<file path="src/rtl/z80_comm_latch.sv">
// -----------------------------------------------------------------------------
// z80_comm_latch
//
// Bidirectional 68K <-> Z80 sound communication latch in the CLK_24M domain.
// A command byte travels 68K -> Z80 and a reply byte travels Z80 -> 68K; each
// has its own pending flag.  Every bus strobe is asynchronous and is brought
// into CLK_24M through a synchronizer.  An action takes effect when its strobe
// is released (the rising edge, "commit").  A command commit also raises a
// fixed-length NMI request to the Z80.
//
// Optional feature (compile-time macro STROBE_FILTER_EN):
//   defined   - adds a third sync stage.  The strobe state changes only after
//               two consistent samples, so single-cycle glitches are rejected.
//               Commit lands 3 edges after the strobe rises, and strobes must
//               be low for at least 3 cycles.
//   undefined - two-stage synchronizer.  Commit lands 2 edges after the
//               strobe rises.
//
// Parameters:
//   NMI_WIDTH     nZ80NMI low pulse length in CLK_24M cycles (legal 1..255)
//
// Ports:
//   CLK_24M       in   system clock, 24 MHz
//   nRESET        in   synchronous active-low reset
//   M68K_DATA     in   [7:0] 68K data bus, low byte
//   nSOUNDW       in   68K command-write strobe (active low, async)
//   nSOUNDR       in   68K reply-read strobe (active low, async)
//   SDD_IN        in   [7:0] Z80 data bus
//   nSDZ80R       in   Z80 command-read strobe (active low, async)
//   nSDZ80W       in   Z80 reply-write strobe (active low, async)
//   nSDZ80CLR     in   Z80 command-clear strobe (active low, async)
//   NMI_MASK      in   1 = do not start an NMI on command commit
//   CMD_DATA      out  [7:0] latched command byte
//   REPLY_DATA    out  [7:0] latched reply byte
//   CMD_PENDING   out  command written, not yet read/cleared by the Z80
//   REPLY_PENDING out  reply written, not yet read by the 68K
//   CMD_OVERRUN   out  sticky: command overwritten while still pending
//   nZ80NMI       out  Z80 NMI request, active low
// -----------------------------------------------------------------------------
module z80_comm_latch #(
  parameter int unsigned NMI_WIDTH = 24
) (
  input  logic       CLK_24M,
  input  logic       nRESET,
  input  logic [7:0] M68K_DATA,
  input  logic       nSOUNDW,
  input  logic       nSOUNDR,
  input  logic [7:0] SDD_IN,
  input  logic       nSDZ80R,
  input  logic       nSDZ80W,
  input  logic       nSDZ80CLR,
  input  logic       NMI_MASK,
  output logic [7:0] CMD_DATA,
  output logic [7:0] REPLY_DATA,
  output logic       CMD_PENDING,
  output logic       REPLY_PENDING,
  output logic       CMD_OVERRUN,
  output logic       nZ80NMI
);

  // Bit positions of the strobes inside the synchronizer vectors
  localparam int IDX_SOUNDW = 0;
  localparam int IDX_SOUNDR = 1;
  localparam int IDX_Z80R   = 2;
  localparam int IDX_Z80W   = 3;
  localparam int IDX_Z80CLR = 4;

  localparam logic [7:0] NMI_LOAD = 8'(NMI_WIDTH);

  logic [4:0] w_strb_raw;
  logic [4:0] r_s1;
  logic [4:0] r_s2;
  logic [4:0] r_h;
  logic [4:0] w_h_next;
  logic [4:0] w_commit;
`ifdef STROBE_FILTER_EN
  logic [4:0] r_s3;
  logic [4:0] w_stable;
`endif

  logic       w_snap_68k_en;
  logic       w_snap_z80_en;
  logic [7:0] r_d1_68k;
  logic [7:0] r_d1_z80;
  logic [7:0] r_snap_68k;
  logic [7:0] r_snap_z80;

  logic       w_cmd_wr;
  logic       w_cmd_rd;
  logic       w_cmd_clr;
  logic       w_rep_wr;
  logic       w_rep_rd;

  logic [7:0] r_nmi_cnt;

  assign w_strb_raw = {nSDZ80CLR, nSDZ80W, nSDZ80R, nSOUNDR, nSOUNDW};

  // Two-stage synchronizer for all five strobes
  always_ff @(posedge CLK_24M) begin
    if (!nRESET) begin
      r_s1 <= 5'b11111;
      r_s2 <= 5'b11111;
    end else begin
      r_s1 <= w_strb_raw;
      r_s2 <= r_s1;
    end
  end

`ifdef STROBE_FILTER_EN
  // Third sync stage used for the two-sample consistency check
  always_ff @(posedge CLK_24M) begin
    if (!nRESET) begin
      r_s3 <= 5'b11111;
    end else begin
      r_s3 <= r_s2;
    end
  end
`endif

  // Strobe history update, commit detection and snapshot enables
  always_comb begin
`ifdef STROBE_FILTER_EN
    // History only follows S2 once S2 and S3 agree; a lone low sample in
    // S2 never coincides with a low S3, so it cannot move the history.
    w_stable      = ~(r_s2 ^ r_s3);
    w_h_next      = (w_stable & r_s2) | (~w_stable & r_h);
    w_commit      = r_s2 & r_s3 & ~r_h;
    w_snap_68k_en = ~r_s1[IDX_SOUNDW] & ~r_s2[IDX_SOUNDW];
    w_snap_z80_en = ~r_s1[IDX_Z80W]   & ~r_s2[IDX_Z80W];
`else
    w_h_next      = r_s2;
    w_commit      = r_s2 & ~r_h;
    w_snap_68k_en = ~r_s1[IDX_SOUNDW];
    w_snap_z80_en = ~r_s1[IDX_Z80W];
`endif
  end

  // Strobe history flops: commit fires on the 0 -> 1 transition of the strobe state
  always_ff @(posedge CLK_24M) begin
    if (!nRESET) begin
      r_h <= 5'b11111;
    end else begin
      r_h <= w_h_next;
    end
  end

  assign w_cmd_wr  = w_commit[IDX_SOUNDW];
  assign w_rep_rd  = w_commit[IDX_SOUNDR];
  assign w_cmd_rd  = w_commit[IDX_Z80R];
  assign w_rep_wr  = w_commit[IDX_Z80W];
  assign w_cmd_clr = w_commit[IDX_Z80CLR];

  // Data bus registers (aligned with S1) and write snapshots.
  // The snapshot keeps reloading while the write strobe is seen low, so it
  // holds the last byte present before the strobe was released.
  always_ff @(posedge CLK_24M) begin
    if (!nRESET) begin
      r_d1_68k   <= 8'h00;
      r_d1_z80   <= 8'h00;
      r_snap_68k <= 8'h00;
      r_snap_z80 <= 8'h00;
    end else begin
      r_d1_68k <= M68K_DATA;
      r_d1_z80 <= SDD_IN;
      if (w_snap_68k_en) begin
        r_snap_68k <= r_d1_68k;
      end
      if (w_snap_z80_en) begin
        r_snap_z80 <= r_d1_z80;
      end
    end
  end

  // Command latch, pending and overrun flags (a 68K write beats a Z80 read/clear)
  always_ff @(posedge CLK_24M) begin
    if (!nRESET) begin
      CMD_DATA    <= 8'h00;
      CMD_PENDING <= 1'b0;
      CMD_OVERRUN <= 1'b0;
    end else begin
      if (w_cmd_wr) begin
        CMD_DATA    <= r_snap_68k;
        CMD_PENDING <= 1'b1;
      end else if (w_cmd_rd || w_cmd_clr) begin
        CMD_PENDING <= 1'b0;
      end

      // Clear has priority; a write that coincides with a read or clear is
      // the Z80 consuming the old byte, so it is not an overrun.
      if (w_cmd_clr) begin
        CMD_OVERRUN <= 1'b0;
      end else if (w_cmd_wr && CMD_PENDING && !w_cmd_rd) begin
        CMD_OVERRUN <= 1'b1;
      end
    end
  end

  // Reply latch and pending flag (a Z80 write beats a 68K read)
  always_ff @(posedge CLK_24M) begin
    if (!nRESET) begin
      REPLY_DATA    <= 8'h00;
      REPLY_PENDING <= 1'b0;
    end else begin
      if (w_rep_wr) begin
        REPLY_DATA    <= r_snap_z80;
        REPLY_PENDING <= 1'b1;
      end else if (w_rep_rd) begin
        REPLY_PENDING <= 1'b0;
      end
    end
  end

  // NMI pulse generator.  The output goes high on the edge that consumes the
  // last count, which yields exactly NMI_WIDTH low cycles; a new command
  // reloads the counter and stretches the pulse.  The mask only gates the
  // start of a pulse, never an ongoing one.
  always_ff @(posedge CLK_24M) begin
    if (!nRESET) begin
      r_nmi_cnt <= 8'h00;
      nZ80NMI   <= 1'b1;
    end else if (w_cmd_wr && !NMI_MASK) begin
      r_nmi_cnt <= NMI_LOAD;
      nZ80NMI   <= 1'b0;
    end else if (r_nmi_cnt != 8'h00) begin
      r_nmi_cnt <= r_nmi_cnt - 8'h01;
      nZ80NMI   <= (r_nmi_cnt == 8'h01);
    end else begin
      nZ80NMI   <= 1'b1;
    end
  end

endmodule

</file>
<file path="config.mk">
export PLATFORM = sky130hd
export DESIGN_NAME = z80_comm_latch
export DESIGN_NICKNAME = d
export VERILOG_FILES = /design/src/rtl/z80_comm_latch.sv
export SDC_FILE = /design/constraint.sdc
export NUM_CORES = 1
export LEC_CHECK = 0
export BUFFER_PORTS_ARGS = -buffer_cell sky130_fd_sc_hd__buf_2
export CAP_MARGIN = 20
export CORE_MARGIN = 5
export CORE_UTILIZATION = 50
export DETAILED_ROUTE_END_ITERATION = 8
export GPL_TIMING_DRIVEN = 0
export HOLD_SLACK_MARGIN = 0.06
export PLACE_DENSITY = 0.79
export RECOVER_POWER = 25
export SYNTH_ARGS = -nofsm -noshare
export SYNTH_HDL_FRONTEND = slang
export SYNTH_SLANG_ARGS = --single-unit
</file>
<file path="constraint.sdc">
create_clock -name CLK_24M -period 1.85 [get_ports CLK_24M]
set_input_delay 0.0925 -clock CLK_24M [delete_from_list [all_inputs] [get_ports CLK_24M]]
set_output_delay 0.0925 -clock CLK_24M [all_outputs]
set_load 0.02 [all_outputs]
</file>
==> results.cfg <==
[run_status]
status = finished clean

[placement]
io_buffers = 43
placed_area_um2 = 2820
place_congestion = 0.783
dp_hpwl_um = 3270

[setup_path]
cp_data_arrival_time_ns = 1.98
worstSetupStartpointType = flip-flop
r2r_cells = 5
r2r_slack_ns = 0.13
worst-path-max-fanout = 8
crit_path_end_kind = flip-flop
cp.required_ns = 2.11
crit_type = flip-flop to flip-flop
r2r_start = r_nmi_cnt[1]
r2r-end = r_nmi_cnt[1]

[cts]
clk_pin_slew_worst_paths_ns = 0.07
cts.sinks = 75
h-tree-depth = 3
cts_tree = built
clockBufferDepth = 2
cts-root-buf = clkbuf_8
cts_buffers = 9
clock_latency_ns = 0.35
post_cts_buffers = 0

[power_and_ir_drop]
power_frac_clock = 0.346
power_density_nw_per_um2 = 1230
pwr-share-comb = 0.188
pwr-share-seq = 0.466
p_leak_nw = 1.35
peakVddDrop_v = 0.000998
power_mw = 4.00
p_switching_mw = 1.07
internal_power_mw = 2.94
swShare = 0.266

[cells_and_area]
drive_gt1_frac = 0.127
fill_cells = 405
antennaDiodeCount = 0
fin_area_um2 = 3260
area_growth_pct = 29.1
nets = 360

[drt]
dr.pass1.iters = 4
drc = 0
route.met3.wl_um = 322
top_layer = met4
vias = 1889
met1Wirelength_um = 2290
ant_nets = 0
wl_per_cell_um = 12.4
via_per_inst = 4.66
finalWirelength_um = 5020
drt_iter0_markers = 84
route.met2.wl_um = 2340

[hold_path]
hold_end = r_nmi_cnt[3]
hold_depth = 3
hold_path_startpoint = NMI_MASK
min_path_type = primary input to flip-flop

[logic_synthesis]
netlist_instances = 257
yosys_warnings = 0
async_reset_ff_frac = 0
yosysUniqueCellTypes = 28
synth_edf_count = 0
syn-cell-area_um2 = 2520
syn_area_per_cell_um2 = 9.81
postSynthNetCount = 284
ys_seq_elements = 75
ys_seq_area_frac = 0.595
synthFlopType = dfxtp_1

[die]
initial_core_util = 0.524
row_count = 25
dieArea_um2 = 6570
ioPinCount = 44
fp.dieH_um = 81.0
core_area_um2 = 4820
dieWidth_um = 81.0

[sta]
maxSlewViolCount = 0
relSlewSlack = 0.576
max_freq_mhz = 583
hold_slack_ns = 0.0880
skew_ns = 0.00692
fin_tns_setup_ns = 0
fin_crit_sh = 0.928
setup_violations = 0
rsz0062_at_grt = false
hold_viol = 0
worst_slew_pin_slew_ns = 0.635
period_minus_slack_ns = 1.72

[grt]
grt_max_degree = 13
grt_pass1_wl_um = 8420
grt_overflow_total = 0
grt_usage = 0.172
antenna_found_initial = 0
grt_pass1_vias = 1843

[flow_run]
cap_violations = 0
[cell families after synthesis]
kind of cell,Yosys count,synth area share
xor gates and xnor gates,1,0.00347
AOI/OAI and AO/OA,36,0.0809
adders and majority gates,3,0.0149
buffers and inverters,20,0.0327
and+or+nand+nor,106,0.209
muxes,16,0.0635
DFF,75,0.595
[worst max path at each step]
stage,start,endpoint,slack (ns),cells after the start
2_1_floorplan,r_nmi_cnt[0],r_nmi_cnt[1],0.19,7
3_3_place_gp,r_nmi_cnt[0],r_nmi_cnt[1],0.08,7
3_5_place_dp,r_nmi_cnt[0],r_nmi_cnt[1],-0.008,7
4_1_cts,r_nmi_cnt[0],r_nmi_cnt[1],0.08,6
5_1_grt,r_nmi_cnt[1],r_nmi_cnt[1],0.04,5
6_report,r_nmi_cnt[1],r_nmi_cnt[1],0.13,5
[state kept, by name (all words and copies together), names as in the netlist]
name,count
CMD_DATA,8
REPLY_DATA,8
r_d1_68k,8
r_d1_z80,8
r_nmi_cnt,8
r_snap_68k,8
r_snap_z80,8
r_h,5
r_s1,5
r_s2,5
CMD_OVERRUN,1
CMD_PENDING,1
REPLY_PENDING,1
nZ80NMI,1
[cells in the final DEF (no fill, tap or decap), drive strengths merged, types with 2 or more instances in the layout]
master,count
mux2i,16
o21a,2
inv,4
nand2,36
clkinv,4
bufinv,2
or4,2
nor2b,2
nand3,3
a31oi,3
nand2b,18
nor2,19
buf,23
a21oi,21
and2,16
dfxtp,75
nor3,5
o31ai,5
ha,3
clkbuf,45
o21ai,4
dlygate4sd3,23
[layer usage]
metal / vias up / global-route usage
met2: 41 / 0.277
met5: - / 0
li1: 998 / -
met3: 9 / 0.0732
met1: 841 / 0.202
met4: 0 / 0.0659
[worst max-delay path, stage by stage (launching register included)]
cell,delay [ns]
dfxtp_1,0.37
inv_1,0.15
ha_1,0.20
or4b_4,0.53
o21a_1,0.20
a211oi_2,0.19
[repair_timing]
item	CTS	global route
cloned	0	0
gates resized for setup	1	1
setup endpoints to repair	1	1
endpoints found under the hold margin	23	0
hold buffers	23	0
pin swaps	0	0
[Yosys cell counts, drive strengths merged, types with 2 or more instances]
cell type | instances | area share
nor2b | 2 | 0.0050
ha | 3 | 0.015
or4 | 2 | 0.0074
o21a | 2 | 0.0060
and2 | 16 | 0.040
inv | 4 | 0.0060
dfxtp | 75 | 0.60
nand3 | 3 | 0.0060
a31oi | 3 | 0.0074
o31ai | 5 | 0.015
a21oi | 21 | 0.042
nor2 | 19 | 0.028
clkbuf | 14 | 0.021
nand2b | 18 | 0.045
nand2 | 36 | 0.054
o21ai | 4 | 0.0079
nor3 | 5 | 0.0099
mux2i | 16 | 0.063
[cell type report]
cell class	instances	area [um2]	area share
Tap cell	67	83.8	0.0257
Sequential cell	75	1500	0.461
Buffer	14	60.1	0.0184
Clock buffer	11	151	0.0465
Inverter	5	18.8	0.00576
Clock inverter	5	75.1	0.0231
Timing Repair Buffer	66	419	0.129
Multi-Input combinational cell	162	947	0.291
[power by group through the flow]
stage                     Combinational [mW]  Clock, mW  Sequential, mW
after floorplan                        0.539          0            1.88
after global placement                 0.679          0            1.88
after detailed placement               0.697          0            1.89
after CTS                              0.744       1.41            1.86
after global routing                   0.859       1.50            1.88
final                                  0.754       1.38            1.86
[stage by stage]
| step | instances | util | worst slack [ns] |
|---|---|---|---|
| after floorplan | 257 | - | 0.186 |
| after global placement | 367 | 0.586 | 0.0799 |
| after detailed placement | 367 | 0.586 | -0.00812 |
| after CTS | 405 | 0.681 | 0.0844 |
| after global routing | 405 | 0.676 | 0.0399 |
| final | 405 | 0.676 | 0.134 |
No activity file was read; power rests on OpenSTA's default activity.
